--- src/rtl/policy_scan_pkg.sv ---
// policy_scan_pkg: shared sizes, scan FSM state encoding and small helpers
// for the policy table scanner.
// Configuration macro: POLICY_SCAN_MASK_EN (adds a per-lookup compare mask).
package policy_scan_pkg;

    localparam int AW    = 4;
    localparam int DEPTH = 16;
    localparam int DW    = 32;

    localparam logic [AW-1:0] IDX_ZERO = AW'(0);
    localparam logic [AW-1:0] IDX_ONE  = AW'(1);
    localparam logic [AW-1:0] LAST_IDX = AW'(DEPTH - 1);

    typedef enum logic [1:0] {
        IDLE  = 2'd0,
        ISSUE = 2'd1,
        CHECK = 2'd2,
        DONE  = 2'd3
    } scan_state_t;

    // True when the scan pointer sits on the final table entry.
    function automatic logic is_last_idx(input logic [AW-1:0] idx);
        return (idx == LAST_IDX);
    endfunction

    // Advance the scan pointer by one entry.
    function automatic logic [AW-1:0] next_idx(input logic [AW-1:0] idx);
        return idx + IDX_ONE;
    endfunction

endpackage

--- src/rtl/policy_scan_if.sv ---
// policy_scan_if: lookup request / result handshake bundle.
// master = requester, slave = the scanner.
// Configuration macro: POLICY_SCAN_MASK_EN adds lookup_mask.
interface policy_scan_if;
    import policy_scan_pkg::*;

    logic          lookup_valid;
    logic          lookup_ready;
    logic [DW-1:0] lookup_key;
`ifdef POLICY_SCAN_MASK_EN
    logic [DW-1:0] lookup_mask;
`endif
    logic          result_valid;
    logic          result_ready;
    logic          result_hit;
    logic [AW-1:0] result_index;
    logic [DW-1:0] result_data;

    modport master (
`ifdef POLICY_SCAN_MASK_EN
        output lookup_mask,
`endif
        output lookup_valid,
        output lookup_key,
        output result_ready,
        input  lookup_ready,
        input  result_valid,
        input  result_hit,
        input  result_index,
        input  result_data
    );

    modport slave (
`ifdef POLICY_SCAN_MASK_EN
        input  lookup_mask,
`endif
        input  lookup_valid,
        input  lookup_key,
        input  result_ready,
        output lookup_ready,
        output result_valid,
        output result_hit,
        output result_index,
        output result_data
    );

endinterface

--- src/rtl/policy_match.sv ---
// policy_match: entry comparator. An entry of value zero is an empty slot
// and never matches, whatever the key or mask.
module policy_match
    import policy_scan_pkg::*;
(
    input  logic [DW-1:0] data,
    input  logic [DW-1:0] key,
    input  logic [DW-1:0] mask,
    output logic          match
);

    // Masked equality, suppressed for empty entries.
    always_comb begin
        match = 1'b0;
        if (data == {DW{1'b0}}) begin
            match = 1'b0;
        end else begin
            match = ((data & mask) == (key & mask));
        end
    end

endmodule

--- src/rtl/policy_scan.sv ---
// policy_scan: sequential linear search of a 16x32 policy table.
// One table read is issued per entry (ISSUE), its data checked the next
// cycle (CHECK); a read squashed by a concurrent host write is re-issued.
// Host writes pass straight through to the table write port.
// Configuration macro: POLICY_SCAN_MASK_EN (per-lookup compare mask).
module policy_scan
    import policy_scan_pkg::*;
(
    input  logic          clk,
    input  logic          rst_n,
    policy_scan_if.slave  bus,
    input  logic          host_wen,
    input  logic [AW-1:0] host_waddr,
    input  logic [DW-1:0] host_wdata,
    output logic          ram_wen,
    output logic [AW-1:0] ram_waddr,
    output logic [DW-1:0] ram_wdata,
    output logic          ram_go_read,
    output logic [AW-1:0] ram_raddr,
    input  logic [DW-1:0] ram_rdata,
    input  logic          ram_ready
);

    scan_state_t   state_r;
    scan_state_t   state_nx_s;
    logic [AW-1:0] idx_r;
    logic [AW-1:0] idx_nx_s;
    logic [DW-1:0] key_r;
    logic [DW-1:0] key_nx_s;
    logic          hit_r;
    logic          hit_nx_s;
    logic [AW-1:0] index_r;
    logic [AW-1:0] index_nx_s;
    logic [DW-1:0] data_r;
    logic [DW-1:0] data_nx_s;
    logic [DW-1:0] mask_s;
    logic          match_s;
    logic          accept_s;

    assign accept_s = (state_r == IDLE) && bus.lookup_valid;

`ifdef POLICY_SCAN_MASK_EN
    logic [DW-1:0] mask_r;
    logic [DW-1:0] mask_nx_s;

    // Capture the compare mask together with the key on acceptance.
    always_comb begin
        mask_nx_s = mask_r;
        if (accept_s) begin
            mask_nx_s = bus.lookup_mask;
        end else begin
            mask_nx_s = mask_r;
        end
    end

    // Mask register.
    always_ff @(posedge clk or negedge rst_n) begin
        if (!rst_n) begin
            mask_r <= {DW{1'b1}};
        end else begin
            mask_r <= mask_nx_s;
        end
    end

    assign mask_s = mask_r;
`else
    assign mask_s = {DW{1'b1}};
`endif

    policy_match u_match (
        .data  (ram_rdata),
        .key   (key_r),
        .mask  (mask_s),
        .match (match_s)
    );

    // Host write path is a pure pass-through, independent of scan state.
    always_comb begin
        ram_wen   = host_wen;
        ram_waddr = host_waddr;
        ram_wdata = host_wdata;
    end

    // Next-state and next-value logic for the scan FSM and result latches.
    always_comb begin
        state_nx_s = state_r;
        idx_nx_s   = idx_r;
        key_nx_s   = key_r;
        hit_nx_s   = hit_r;
        index_nx_s = index_r;
        data_nx_s  = data_r;
        case (state_r)
            IDLE: begin
                if (accept_s) begin
                    key_nx_s   = bus.lookup_key;
                    idx_nx_s   = IDX_ZERO;
                    state_nx_s = ISSUE;
                end else begin
                    state_nx_s = IDLE;
                end
            end
            ISSUE: begin
                state_nx_s = CHECK;
            end
            CHECK: begin
                if (!ram_ready) begin
                    // Read lost to a host write: retry the same entry.
                    state_nx_s = ISSUE;
                end else if (match_s) begin
                    hit_nx_s   = 1'b1;
                    index_nx_s = idx_r;
                    data_nx_s  = ram_rdata;
                    state_nx_s = DONE;
                end else if (is_last_idx(idx_r)) begin
                    hit_nx_s   = 1'b0;
                    index_nx_s = IDX_ZERO;
                    data_nx_s  = {DW{1'b0}};
                    state_nx_s = DONE;
                end else begin
                    idx_nx_s   = next_idx(idx_r);
                    state_nx_s = ISSUE;
                end
            end
            DONE: begin
                if (bus.result_ready) begin
                    state_nx_s = IDLE;
                end else begin
                    state_nx_s = DONE;
                end
            end
            default: begin
                state_nx_s = IDLE;
                idx_nx_s   = IDX_ZERO;
            end
        endcase
    end

    // Scan state, pointer, key and result registers.
    always_ff @(posedge clk or negedge rst_n) begin
        if (!rst_n) begin
            state_r <= IDLE;
            idx_r   <= IDX_ZERO;
            key_r   <= {DW{1'b0}};
            hit_r   <= 1'b0;
            index_r <= IDX_ZERO;
            data_r  <= {DW{1'b0}};
        end else begin
            state_r <= state_nx_s;
            idx_r   <= idx_nx_s;
            key_r   <= key_nx_s;
            hit_r   <= hit_nx_s;
            index_r <= index_nx_s;
            data_r  <= data_nx_s;
        end
    end

    // Table read request is a decode of the state register, so reset
    // removes it at once.
    always_comb begin
        ram_go_read = 1'b0;
        ram_raddr   = IDX_ZERO;
        if (state_r == ISSUE) begin
            ram_go_read = 1'b1;
            ram_raddr   = idx_r;
        end else begin
            ram_go_read = 1'b0;
            ram_raddr   = IDX_ZERO;
        end
    end

    // Handshake outputs decoded from state; result fields from latches.
    always_comb begin
        bus.lookup_ready = (state_r == IDLE);
        bus.result_valid = (state_r == DONE);
        bus.result_hit   = hit_r;
        bus.result_index = index_r;
        bus.result_data  = data_r;
    end

endmodule
--- src/flat_wrapper.sv ---
// flat-port wrapper written by rule: the top's interface ports become plain ports
module policy_scan_flat import policy_scan_pkg::*;
  (clk, rst_n, host_wen, host_waddr, host_wdata, ram_wen, ram_waddr, ram_wdata, ram_go_read, ram_raddr, ram_rdata, ram_ready, bus_lookup_valid, bus_lookup_key, bus_result_ready, bus_lookup_ready, bus_result_valid, bus_result_hit, bus_result_index, bus_result_data);
  policy_scan_if bus_i ();
  input  logic clk;
  input  logic rst_n;
  input  logic host_wen;
  input  logic [AW-1:0] host_waddr;
  input  logic [DW-1:0] host_wdata;
  output logic ram_wen;
  output logic [AW-1:0] ram_waddr;
  output logic [DW-1:0] ram_wdata;
  output logic ram_go_read;
  output logic [AW-1:0] ram_raddr;
  input  logic [DW-1:0] ram_rdata;
  input  logic ram_ready;
  input wire logic [$bits(bus_i.lookup_valid)-1:0] bus_lookup_valid;
  input wire logic [$bits(bus_i.lookup_key)-1:0] bus_lookup_key;
  input wire logic [$bits(bus_i.result_ready)-1:0] bus_result_ready;
  output wire logic [$bits(bus_i.lookup_ready)-1:0] bus_lookup_ready;
  output wire logic [$bits(bus_i.result_valid)-1:0] bus_result_valid;
  output wire logic [$bits(bus_i.result_hit)-1:0] bus_result_hit;
  output wire logic [$bits(bus_i.result_index)-1:0] bus_result_index;
  output wire logic [$bits(bus_i.result_data)-1:0] bus_result_data;
  assign bus_i.lookup_valid = bus_lookup_valid;
  assign bus_i.lookup_key = bus_lookup_key;
  assign bus_i.result_ready = bus_result_ready;
  assign bus_lookup_ready = bus_i.lookup_ready;
  assign bus_result_valid = bus_i.result_valid;
  assign bus_result_hit = bus_i.result_hit;
  assign bus_result_index = bus_i.result_index;
  assign bus_result_data = bus_i.result_data;
  policy_scan u_core (.clk(clk), .rst_n(rst_n), .bus(bus_i), .host_wen(host_wen), .host_waddr(host_waddr), .host_wdata(host_wdata), .ram_wen(ram_wen), .ram_waddr(ram_waddr), .ram_wdata(ram_wdata), .ram_go_read(ram_go_read), .ram_raddr(ram_raddr), .ram_rdata(ram_rdata), .ram_ready(ram_ready));
endmodule
--- config.mk ---
export PLATFORM = sky130hd
export DESIGN_NAME = policy_scan_flat
export DESIGN_NICKNAME = d
export VERILOG_FILES = /design/src/rtl/policy_scan_pkg.sv /design/src/rtl/policy_scan_if.sv /design/src/rtl/policy_match.sv /design/src/rtl/policy_scan.sv /design/src/flat_wrapper.sv
export SDC_FILE = /design/constraint.sdc
export NUM_CORES = 1
export LEC_CHECK = 0
export ABC_AREA = 0
export CORE_MARGIN = 8
export CORE_UTILIZATION = 40
export DETAILED_ROUTE_END_ITERATION = 7
export PLACE_DENSITY = 0.8
export SETUP_SLACK_MARGIN = 0.2
export SLEW_MARGIN = 15
export SYNTH_ARGS = -nofsm -noshare
export SYNTH_HDL_FRONTEND = slang
export SYNTH_SLANG_ARGS = --single-unit
--- constraint.sdc ---
create_clock -name clk -period 6 [get_ports clk]
set_input_delay 1.2 -clock clk [delete_from_list [all_inputs] [get_ports clk]]
set_output_delay 1.2 -clock clk [all_outputs]
set_load 0.02 [all_outputs]
==> results.sh, run 1 <==
export IMPL_place_area_um2=4580
export IMPL_async_flop_share_pct=100
export IMPL_switchingPower_mw=0.467
export IMPL_min_period_over_period_pct=61.5
export IMPL_rsz0062_at_grt="no"
export IMPL_whs_ps=506
export IMPL_cts_resized=0
export IMPL_clockBufferDepth=2
export IMPL_power_density_nw_per_um2=320
export IMPL_place_worst_setup_slack_ps=2020
export IMPL_gp_congestion=0.768
export IMPL_syn_avg_cell_area_um2=12.6
export IMPL_cts_tree="done"
export IMPL_yosys_warnings=0
export IMPL_syn_num_nets=399
export IMPL_io_buffers=112
export IMPL_grt_pass1_wl_um=15700
export IMPL_power_mw=1.52
export IMPL_routed_wirelength_um=9790
export IMPL_clk_pin_slew_ps=70
export IMPL_chipWidth_um=112
export IMPL_seq_power_share_pct=47.8
export IMPL_syn_to_final_growth_pct=29.6
export IMPL_drtIter0Drc=87
export IMPL_seq_area_frac_synth_pct=51.1
export IMPL_criticalPathCategory="in2reg"
export IMPL_cts_setup_buffers=0
export IMPL_grt_usage_pct=15.7
export IMPL_dp_cells=469
export IMPL_cts_root_buf="clkbuf_8"
export IMPL_combPwrFrac_pct=28.8
export IMPL_die_area_um2=12500
export IMPL_setup_tns_ps=0
export IMPL_core_region_area_um2=9060
export IMPL_slew_headroom_pct=33.7
export IMPL_start_util_pct=40.5
export IMPL_layout_min_cycle_time_ps=3690
export IMPL_worstPathMaxFanout=25
export IMPL_dr_pass1_iters=4
export IMPL_hpwl_um=7480
export IMPL_cts_buffers_inserted=9
export IMPL_crit_path_end_kind="register"
export IMPL_swShare_pct=30.7
export IMPL_wire_per_inst_um=20.2
export IMPL_first_global_vias=2962
export IMPL_nets=476
export IMPL_rows=35
export IMPL_yosys_top_cells_count="75 x dfrtp_1, 37 x buf_4, 35 x a22o_1, 32 x mux2_2, 31 x xor2_1"
export IMPL_grt_start_max_net_pins=76
export IMPL_clock_skew_ps=11.5
export IMPL_vdd_drop_max_uv=135
export IMPL_drtAntennaViolNets=0
export IMPL_overflow=0
export IMPL_hold_viol=0
export IMPL_fin_area_um2=4760
export IMPL_setup_violations=0
export IMPL_clock_latency_ps=340
export IMPL_synth_edf_count=0
export IMPL_synth_area_leaders="dfrtp_1 51%, mux2_2 9.8%, a22o_1 8.3%"
export IMPL_via_count=2545
export IMPL_synth_most_common_cell="dfrtp_1"
export IMPL_p_leak_nw=1.98
export IMPL_p_int_mw=1.05
export IMPL_drive_above_1_share_pct=15.0
export IMPL_fillers=783
export IMPL_synth_top_area_share_pct=51.1
export IMPL_syn_area_um2=3670
export IMPL_antennaDiodeCount=0
export IMPL_worst_slack_ps=2310
export IMPL_ctsHtreeMaxLevel=3
export IMPL_fmax_mhz=271
export IMPL_synth_distinct_cells=36
export IMPL_tightestPinTransition_ps=991
export IMPL_yosysTopAreaCell="dfrtp_1"
export IMPL_pin_count=187
export IMPL_setup_worst_path_start_class="primary input"
export IMPL_synth_cells=292
export IMPL_synth_ff_type="dfrtp_1"
export IMPL_cp_arrival_ps=3960
export IMPL_postLayoutCoreUtil_pct=52.5
export IMPL_cp_required_ps=6270
export IMPL_clock_sinks=75
export IMPL_hold_buffers=0
export IMPL_status="complete, no violations"
export IMPL_via_per_inst=5.26
export IMPL_hold_class="reg2reg"
export IMPL_maxCapViolations=0
export IMPL_instances_no_fill=484
export IMPL_drc=0
export IMPL_maxSlewViolCount=0
export IMPL_ys_ff_latch=75
export IMPL_antenna_found_initial=0
export IMPL_die_h_um=112
export IMPL_clkPwrFrac_pct=23.4
## final timing paths
kind	startpoint	endpoint	cells after the start	slack, ps
setup / recovery	ram_rdata[20]	u_core.bus.result_data[10]$_DFFE_PN0P_	8	2310
max in group asynchronous	rst_n	u_core.key_r[30]$_DFFE_PN0P_	1	4400
hold reg to reg	u_core.bus.result_data[0]$_DFFE_PN0P_	u_core.bus.result_data[0]$_DFFE_PN0P_	1	510
hold / removal	u_core.bus.result_data[0]$_DFFE_PN0P_	u_core.bus.result_data[0]$_DFFE_PN0P_	1	510
setup reg to reg	u_core.key_r[20]$_DFFE_PN0P_	u_core.bus.result_data[10]$_DFFE_PN0P_	7	3260
min in group asynchronous	rst_n	u_core.state_r[1]$_DFF_PN0_	1	1000
## final cells by class
class / count / area, µm² / share of cell area (%)
clock buffers: 13 / 169 / 3.55
clock inverters: 2 / 10.0 / 0.210
inverters: 4 / 15.0 / 0.316
multi-input cells: 165 / 1420 / 29.7
flip-flops and latches: 75 / 1880 / 39.4
well taps: 111 / 139 / 2.92
repair buffers: 114 / 1130 / 23.8
## state kept, by name (all words and copies together), names as in the netlist
register                 cells
u_core.bus.result_index      4
u_core.state_r               2
u_core.idx_r                 4
u_core.bus.result_data      32
u_core.bus.result_hit        1
u_core.key_r                32
## metal layers
layer | up-vias | share of wire (%) | track usage (%) | routed length [µm]
met5 | - | 0 | 0 | 0
met4 | 0 | 1.0 | 4.65 | 101
met3 | 13 | 7.7 | 5.74 | 758
met2 | 103 | 50 | 26.9 | 4910
met1 | 1252 | 41 | 17.9 | 4020
li1 | 1177 | - | - | -
## power by group through the flow
stage	registers [mW]	logic (mW)	clock network (mW)
after floorplan	0.711	0.319	0
after global placement	0.730	0.430	0
after detailed placement	0.737	0.441	0
after CTS	0.727	0.444	0.362
after global routing	0.742	0.482	0.382
final	0.727	0.438	0.356
## cell usage in the layout (no fill, tap or decap), types with 3 or more instances in the layout
master,n
inv_1,4
xor2_1,31
mux2_2,32
dfrtp_1,75
buf_4,3
nand2_1,5
nand3_1,5
clkbuf_8,12
nor3_1,3
nor4_1,17
a22o_1,35
clkdlybuf4s50_1,111
and2_1,4
nor2_1,3
nand4_1,4
## critical path, stage by stage
cell	delay, ps
clkdlybuf4s50_1	470
xor2_1	180
nor4_1	340
nand2_1	180
nor4_2	470
and2_1	520
buf_4	390
a22o_1	190
## cells by family after synthesis
family	Yosys count	share of synthesized area, %
XOR/XNOR	32	7.63
AO/OA/AOI/OAI	44	10.4
AND/OR/NAND/NOR	55	9.91
buffers and inverters	52	10.5
multiplexers	33	10.1
adder cells (fa/ha/maj)	1	0.341
flip-flops	75	51.1
(Power assumes the default switching activity.)
==> run 2, diff against run 1 <==
- CORE_UTILIZATION: 40 -> 36
- PLACE_DENSITY: 0.8 -> 0.76
- clock period: 6 -> 3 ns (I/O delays scaled with it)
==> results.sh, run 2 (synthesis results as in run 1) <==
export IMPL_postLayoutCoreUtil_pct=48.5
export IMPL_layout_min_cycle_time_ps=2620
export IMPL_criticalPathCategory="in2reg"
export IMPL_power_mw=3.19
export IMPL_drc=0
export IMPL_p_leak_nw=2.04
export IMPL_power_density_nw_per_um2=650
export IMPL_setup_violations=0
export IMPL_slew_headroom_pct=36.6
export IMPL_core_region_area_um2=10100
export IMPL_hpwl_um=7710
export IMPL_antennaDiodeCount=0
export IMPL_hold_buffers=0
export IMPL_cts_root_buf="clkbuf_8"
export IMPL_maxSlewViolCount=0
export IMPL_layout_commonest_cell="clkdlybuf4s50_1"
export IMPL_overflow=0
export IMPL_min_period_over_period_pct=87.2
export IMPL_clockBufferDepth=2
export IMPL_whs_ps=381
export IMPL_cts_tree="done"
export IMPL_chipWidth_um=117
export IMPL_r2r_slack_ps=770
export IMPL_clock_latency_ps=350
export IMPL_clock_skew_ps=9.35
export IMPL_clock_sinks=75
export IMPL_most_common_layout_cells="111 x clkdlybuf4s50_1, 75 x dfrtp_1, 35 x a22o_1"
export IMPL_grt_usage_pct=15.0
export IMPL_via_per_inst=5.14
export IMPL_rsz0062_at_grt="no"
export IMPL_fmax_mhz=382
export IMPL_pin_count=187
export IMPL_wire_per_inst_um=19.4
export IMPL_instances_no_fill=516
export IMPL_cp_required_ps=3230
export IMPL_drtIter0Drc=142
export IMPL_tightestPinTransition_ps=952
export IMPL_via_count=2650
export IMPL_cts_resized=0
export IMPL_dr_pass1_iters=4
export IMPL_dp_cells=501
export IMPL_status="complete, no violations"
export IMPL_hold_viol=0
export IMPL_ctsHtreeMaxLevel=3
export IMPL_drive_above_1_share_pct=16.8
export IMPL_rows=37
export IMPL_start_util_pct=36.4
export IMPL_drtAntennaViolNets=0
export IMPL_gp_congestion=0.786
export IMPL_vdd_drop_max_uv=309
export IMPL_first_global_vias=2941
export IMPL_crit_path_end_kind="register"
export IMPL_routed_wirelength_um=9990
export IMPL_cts_buffers_inserted=9
export IMPL_antenna_found_initial=0
export IMPL_nets=483
export IMPL_cp_arrival_ps=2850
export IMPL_io_buffers=112
export IMPL_grt_start_max_net_pins=76
export IMPL_hold_class="in2async"
export IMPL_grt_pass1_wl_um=15600
export IMPL_clk_pin_slew_ps=70
export IMPL_syn_to_final_growth_pct=33.4
export IMPL_maxCapViolations=0
export IMPL_cts_setup_buffers=0
export IMPL_die_h_um=117
export IMPL_die_area_um2=13700
export IMPL_worstPathMaxFanout=31
export IMPL_setup_worst_path_start_class="primary input"
==> run 2: through the flow <==
stage / setup TNS [ps] / worst slack (ps) / cell area, µm²
CTS: 0 / 351 / 4890
detailed placement: -0.992 / -0.992 / 4680
finish: 0 / 384 / 4900
floorplan: 0 / 811 / 3670
global route: 0 / 246 / 4900
global placement: 0 / 111 / 4680
==> run 2: where the power goes <==
group,switching (mW),internal (mW),leakage (nW),total [mW]
sequential,0.197,1.26,0.965,1.46
clock,0.365,0.484,0.108,0.849
combinational,0.391,0.487,0.964,0.878
total,0.953,2.23,2.04,3.19
==> run 2: layout make-up <==
| class | count | area (µm²) |
|---|---|---|
| Clock buffer | 10 | 138 |
| Clock inverter | 5 | 77.6 |
| Fill cell | 922 | 5190 |
| Inverter | 4 | 15.0 |
| Multi-Input combinational cell | 165 | 1420 |
| Sequential cell | 75 | 1880 |
| Tap cell | 136 | 170 |
| Timing Repair Buffer | 121 | 1200 |
==> run 2: worst max-delay path: stages <==
cell and delay, ps:
clkdlybuf4s50_1 510, xor2_1 190, nor4_1 350, nand2_1 210, nor4_4 450, o21ai_4 100
buf_12 180, a22o_1 250
==> run 2: routing by layer <==
metal | part of all wire [%] | global-route usage, % | vias to the layer above | wire length [µm]
li1 | - | - | 1196 | -
met1 | 39 | 17.4 | 1303 | 3880
met2 | 49 | 24.8 | 118 | 4930
met3 | 8.7 | 5.13 | 33 | 870
met4 | 3.0 | 6.74 | 0 | 298
met5 | 0 | 0 | - | 0
==> run 2: path summary, 6_finish.rpt <==
kind,startpoint,to,cells after the start
hold / removal,rst_n,u_core.bus.result_data[0]$_DFFE_PN0P_,1
max in group asynchronous,rst_n,u_core.bus.result_data[16]$_DFFE_PN0P_,1
setup / recovery,ram_rdata[1],u_core.bus.result_data[28]$_DFFE_PN0P_,8
hold reg to reg,u_core.bus.result_data[5]$_DFFE_PN0P_,u_core.bus.result_data[5]$_DFFE_PN0P_,1
min in group clk,u_core.bus.result_data[5]$_DFFE_PN0P_,u_core.bus.result_data[5]$_DFFE_PN0P_,1
setup reg to reg,u_core.key_r[20]$_DFFE_PN0P_,u_core.bus.result_data[28]$_DFFE_PN0P_,7
